--- src/rtl/piso_shift_ctrl.sv ---
// Parallel-in/serial-out shifter: valid/ready load, MSB/LSB-first order, bit counter, done pulse.
// Define PISO_PARITY_EN to append a parity bit (PAR state) after the data bits.
module piso_shift_ctrl #(
   parameter int WIDTH      = 8,
   parameter bit LSB_FIRST  = 1'b0,
   parameter bit IDLE_LEVEL = 1'b1,
   parameter bit ODD_PARITY = 1'b0
) (
   input  logic             clk,
   input  logic             rst,
   input  logic [WIDTH-1:0] data_in,
   input  logic             in_valid,
   output logic             in_ready,
   input  logic             shen,
   output logic             ser_out,
   output logic             ser_valid,
   output logic             busy,
   output logic             done,
   output logic [WIDTH-1:0] sreg
);
   localparam int CW = $clog2(WIDTH + 1);

`ifdef PISO_PARITY_EN
   typedef enum logic [1:0] {IDLE = 2'd0, SHIFT = 2'd1, PAR = 2'd2} state_t;
`else
   typedef enum logic [1:0] {IDLE = 2'd0, SHIFT = 2'd1} state_t;
`endif

   state_t        state, state_nxt;
   logic [CW-1:0] bit_cnt;
   logic          last_data, final_bit, accept, do_shift;

   assign last_data = (state == SHIFT) && (bit_cnt == CW'(WIDTH - 1));

`ifdef PISO_PARITY_EN
   logic par_q;
   assign final_bit = (state == PAR);
`else
   assign final_bit = last_data;
`endif

   // Accepting on the final consuming edge keeps back-to-back words gapless
   assign in_ready = (state == IDLE) || (final_bit && shen);
   assign accept   = in_valid && in_ready;
   assign do_shift = (state == SHIFT) && shen && !final_bit;
   assign busy     = (state != IDLE);

   always_comb begin
      state_nxt = state;
      ser_out   = IDLE_LEVEL;
      ser_valid = 1'b0;
      case (state)
         IDLE: begin
            if (accept) state_nxt = SHIFT;
         end
         SHIFT: begin
            ser_valid = 1'b1;
            ser_out   = LSB_FIRST ? sreg[0] : sreg[WIDTH-1];
            if (shen && last_data) begin
`ifdef PISO_PARITY_EN
               state_nxt = PAR;
`else
               state_nxt = accept ? SHIFT : IDLE;
`endif
            end
         end
`ifdef PISO_PARITY_EN
         PAR: begin
            ser_valid = 1'b1;
            ser_out   = par_q;
            if (shen) state_nxt = accept ? SHIFT : IDLE;
         end
`endif
         default: state_nxt = IDLE;
      endcase
   end

   always_ff @(posedge clk) begin
      if (rst) begin
         state   <= IDLE;
         sreg    <= '0;
         bit_cnt <= '0;
         done    <= 1'b0;
      end else begin
         state <= state_nxt;
         done  <= final_bit && shen;
         if (accept) begin
            sreg    <= data_in;
            bit_cnt <= '0;
         end else if (do_shift) begin
            sreg <= LSB_FIRST ? {1'b0, sreg[WIDTH-1:1]} : {sreg[WIDTH-2:0], 1'b0};
            // Counter saturates on the last data bit; PAR follows it in parity builds
            if (!last_data) bit_cnt <= bit_cnt + CW'(1);
         end
      end
   end

`ifdef PISO_PARITY_EN
   always_ff @(posedge clk) begin
      if (rst) begin
         par_q <= 1'b0;
      end else if (accept) begin
         par_q <= (^data_in) ^ ODD_PARITY;
      end
   end
`endif

endmodule

--- config.mk ---
export PLATFORM = sky130hd
export DESIGN_NAME = piso_shift_ctrl
export DESIGN_NICKNAME = d
export VERILOG_FILES = /design/src/rtl/piso_shift_ctrl.sv
export SDC_FILE = /design/constraint.sdc
export NUM_CORES = 1
export LEC_CHECK = 0
export CAP_MARGIN = 20
export CORE_ASPECT_RATIO = 1.2
export CORE_MARGIN = 2
export CORE_UTILIZATION = 35
export CTS_CLUSTER_SIZE = 8
export DETAILED_ROUTE_END_ITERATION = 8
export PLACE_DENSITY = 0.65
export SLEW_MARGIN = 10
export SYNTH_ARGS = -nofsm -noshare
export SYNTH_HDL_FRONTEND = slang
export SYNTH_SLANG_ARGS = --single-unit
--- constraint.sdc ---
create_clock -name clk -period 1.3 [get_ports clk]
set_input_delay 0.26 -clock clk [delete_from_list [all_inputs] [get_ports clk]]
set_output_delay 0.26 -clock clk [all_outputs]
set_load 0.1 [all_outputs]
# After elaboration in Yosys (flattened, before gate mapping)
# Index checks and enable logic that the tools add are counted.
dict set report op_classes {
  eq_ne 4
  n_reduce_logical 13
  mux 8
  bitwise 1
  addsub 1
}
# operator n
set op_table {}
lappend op_table {{$mux 8} 2}
lappend op_table {{$logic_and 1x1->1} 5}
lappend op_table {{$add 4x1->4 const B} 1}
lappend op_table {{$eq 4x3->1 const B} 1}
lappend op_table {{$mux 2} 2}
lappend op_table {{$pmux 2 s2} 1}
lappend op_table {{$reduce_and 2->1} 2}
lappend op_table {{$reduce_bool 2->1} 2}
lappend op_table {{$mux 1} 3}
lappend op_table {{$eq 2x1->1 const B} 1}
lappend op_table {{$logic_not 2->1} 1}
lappend op_table {{$ne 2x1->1 const B} 1}
lappend op_table {{$ne 2x2->1 const B} 1}
lappend op_table {{$reduce_or 2->1} 1}
lappend op_table {{$logic_not 1->1} 1}
lappend op_table {{$logic_or 1x1->1} 1}
lappend op_table {{$not 1->1} 1}
dict set report word_totals {
  elab_cells 31
  regBits 15
  in_bits 12
  out_inout_bits 13
}

# Logic depth before layout (Yosys ltp)
# Gate-level depths: netlist of the first run.
dict set report depth {
  depth_word 8
  ltp_mapped 5
  depth_no_buf 4
}

# Worst setup path after synthesis of the first run
# No wires, ideal clock.
dict set report synth_path {
  path_type {register to output}
  startpoint {register state[0]}
  endpoint {output port ser_out}
  arrival_ns 1.951
  slack_ns -0.911
  required_ns 1.040
  stages_incl_launch_ff 3
  path_buffers 1
  cell_sequence {dfxtp_1 -> clkbuf_1 -> nand2b_1}
}
dict set report synth_via {
  elab_chain_len 2
}
# element line
set synth_rtl {}
lappend synth_rtl {{from (decl)} 29} ;# state_t state, state_nxt;
lappend synth_rtl {{from (signal assigned)} 85} ;# state <= state_nxt;
lappend synth_rtl {{$eq 2x1->1} 52} ;# case (state)
lappend synth_rtl {{$mux 1} 52}
lappend synth_rtl {{to (decl)} 15} ;# output logic ser_out,
# Every way passes these cells.

# Worst setup path after layout of the first run
dict set report layout_path {
  startpoint {register bit_cnt[1]}
  endpoint {output port in_ready}
}
dict set report layout_via {
  elab_chain_len 4
}
# element line
set layout_rtl {}
lappend layout_rtl {{from (decl)} 30} ;# logic [CW-1:0] bit_cnt;
lappend layout_rtl {{from (signal assigned)} 93} ;# if (!last_data) bit_cnt <= bit_cnt + CW'(1);
lappend layout_rtl {{$eq 4x3->1} 33} ;# assign last_data = (state == SHIFT) && (bit_cnt == CW'(WIDTH - 1));
lappend layout_rtl {{$logic_and 1x1->1} 33}
lappend layout_rtl {{$logic_and 1x1->1} 43} ;# assign in_ready = (state == IDLE) || (final_bit && shen);
lappend layout_rtl {{$logic_or 1x1->1} 43}
lappend layout_rtl {{to (decl)} 13} ;# output logic in_ready,
# Every way passes these cells.

==> impl_metrics.tcl, run 1 <==
set metrics [dict create \
    period_share 1.13 \
    cts_made_buffers 3 \
    grt_max_degree 11 \
    routed_wl_mm 2.47 \
    hold_violations 0 \
    cap_viol_max_count 0 \
    area_growth_pct 88.5 \
    crit_slowest_cell "dfxtp_2" \
    ios 25 \
    first_pass_iters 4 \
    clock_sinks 14 \
    reg2regPathDepth 5 \
    grt_pass1_vias 904 \
    cts_root_buf "clkbuf_4" \
    final_nets 146 \
    synth-edff-count 0 \
    hold_path.startpoint "data_in[0]" \
    async_flop_share 0 \
    path_class "reg -> out" \
    avgSynthCellArea_um2 9.29 \
    vias 886 \
    clock_latency_ns 0.28 \
    hold_path_depth 3 \
    seq_area_um2 297 \
    hold_end "sreg[0]" \
    status "complete, but fails checks" \
    cp_num_buf_inv 1 \
    worst_path_largest_cell_delay_ns 0.36 \
    startpoint_type "flop" \
    syn-num-nets 100 \
    layout.cells.non_filler 163 \
    drive_above_1_share 0.545 \
    violations "setup timing" \
    ys_warn_count 0 \
    portBuffers 24 \
    gp_congestion 0.797 \
    diodes 0 \
    grt.overflow.total 0 \
    fp-row-count 19 \
    ctsLongestPathBuffers 2 \
    hold_buffers 0 \
    first_iter_violations 14 \
    arrival_ns 1.21 \
    hold_class "in -> reg" \
    core_um2 2230 \
    powerDensity_nw_per_um2 906 \
    dp_hpwl_mm 1.63 \
    slew_headroom 0.833 \
    yosysSeqAreaShare 0.347 \
    cts-htree-levels 1 \
    drc 0 \
    critPathMaxFanout 4 \
    final_cell_mix "buf_4 (22), buf_12 (14), dfxtp_2 (10), clkdlybuf4s50_1 (10)" \
    synth_area_um2 808 \
    path_delay_family "flip-flops" \
    final_common_cell "buf_4" \
    irDropWorstVdd_v 0.000818 \
    worst_slack_ns -0.171 \
    synthCells 87 \
    synth-seq-cells 14 \
    tightest_slew_ns 0.248 \
    placedCellCount 152 \
    cts_tree "yes" \
    floorplan.initialDensity 0.362 \
    rrSetupSlack_ns -0.13 \
    r2r-end "sreg[5]" \
    final_antenna_net_count 0 \
    synth-main-ff-cell "dfxtp_1" \
    antenna_found_initial 0 \
    slew_violations 0 \
    grt_pass1_wl_mm 3.95 \
    reg2reg_from "bit_cnt[1]" \
    fillers 175 \
    die_w_um 47.9 \
    viasPerCell 5.44 \
    synthDistinctLibCells 30 \
    finalCriticalPeriod_ns 1.47 \
    final_cell_area_um2 1520 \
    track_usage 0.198 \
    dieArea_um2 2710 \
    drt-wirelength-per-cell_um 15.2 \
    cp.required_ns 1.04 \
    multi_input_area_um2 554 \
    die_height_um 56.6 \
    finalSetupViolations 12 \
    cp-end-kind "primary output" \
    worstPathCellList "ha_4, nand4b_4, nand2_8, buf_12" \
    fin_skew_ns 0.00160 \
    rsz0062_at_grt "true" \
    fmax_mhz 680 \
    setup_tns_ns -1.25 \
    cts.clk_slew.worst_paths_ns 0.09 \
    fin_total_pwr_w 0.00138 \
    p_leak_nw 0.588 \
    post_dp_cell_area_um2 1380 \
]
[report_power, final]
part	switching, W	leakage (nW)	total [W]	internal [W]
Clock	0.000154	0.0210	0.000324	0.000170
Sequential	0.0000298	0.119	0.000487	0.000457
Combinational	0.000326	0.448	0.000569	0.000243
[area by class of cell]
type	instances	share of cell area
Clock buffer	4	0.0238
Timing Repair Buffer	49	0.392
Multi-Input combinational cell	65	0.364
Sequential cell	14	0.195
Tap cell	31	0.0255
[repair_timing]
item                                    4_1_cts  5_1_grt
resized for setup                             3        4
cloned                                        1        0
endpoints found under the setup margin       12       13
setup buffers                                 5        1
pin swaps                                     5        1
[metal layers]
layer | vias up | part of all wire | track usage
met4 | 0 | 0.015 | 0.0927
met1 | 432 | 0.42 | 0.250
met3 | 6 | 0.034 | 0.0257
li1 | 425 | - | -
met5 | - | 0 | 0
met2 | 23 | 0.53 | 0.318
[per-stage QoR]
step | utilization | setup slack (ns) | hold slack (ns)
finish | 0.682 | -0.171 | 0.537
global placement | 0.619 | -0.342 | 0.546
CTS | 0.672 | -0.196 | 0.535
global route | 0.682 | -0.224 | 0.570
floorplan | - | -0.0263 | 0.331
detailed placement | 0.619 | -0.376 | 0.548
[cell families after synthesis]
kind of cell,count (synthesis),synth area share
simple gates,31,0.240
mux,1,0.0124
compound gates,32,0.324
buf+inv,8,0.0619
flops,14,0.347
fa+ha+maj,1,0.0155
[worst max-delay path by stage]
| stage | startpoint | to | cells past startpoint |
|---|---|---|---|
| 4_1_cts | bit_cnt[0] | in_ready | 4 |
| 6_report | bit_cnt[1] | in_ready | 4 |
| 3_5_place_dp | shen | bit_cnt[3] | 5 |
| 5_1_grt | bit_cnt[1] | in_ready | 4 |
| 3_3_place_gp | shen | bit_cnt[3] | 5 |
| 2_1_floorplan | sreg[7] | ser_out | 1 |
[worst min-delay path, stage by stage]
cell and delay, ns:
clkdlybuf4s50_1 0.40, nand2b_1 0.07, mux2i_1 0.06
[Yosys cell counts (all sizes together) (2+ instances only)]
| cell type | number | area [µm²] |
|---|---|---|
| nand2 | 2 | 7.51 |
| a311oi | 7 | 105 |
| nand3 | 2 | 10.0 |
| nand2b | 9 | 56.3 |
| a211oi | 3 | 27.5 |
| buf | 5 | 38.8 |
| o21ai | 11 | 55.1 |
| a21oi | 8 | 40.0 |
| dfxtp | 14 | 280 |
| clkbuf | 3 | 11.3 |
| nand4 | 8 | 50.1 |
| nor2 | 2 | 7.51 |
[registers in the layout, summed over array words and instances (netlist names)]
name,cells
bit_cnt,4
done,1
sreg,8
state,1
(Power assumes the default switching activity.)
==> run 2: changes to the inputs <==
Settings changed: CAP_MARGIN 20 to 40.
==> results of run 2 <==
Final layout, timing and power as in run 1 (identical DEF).
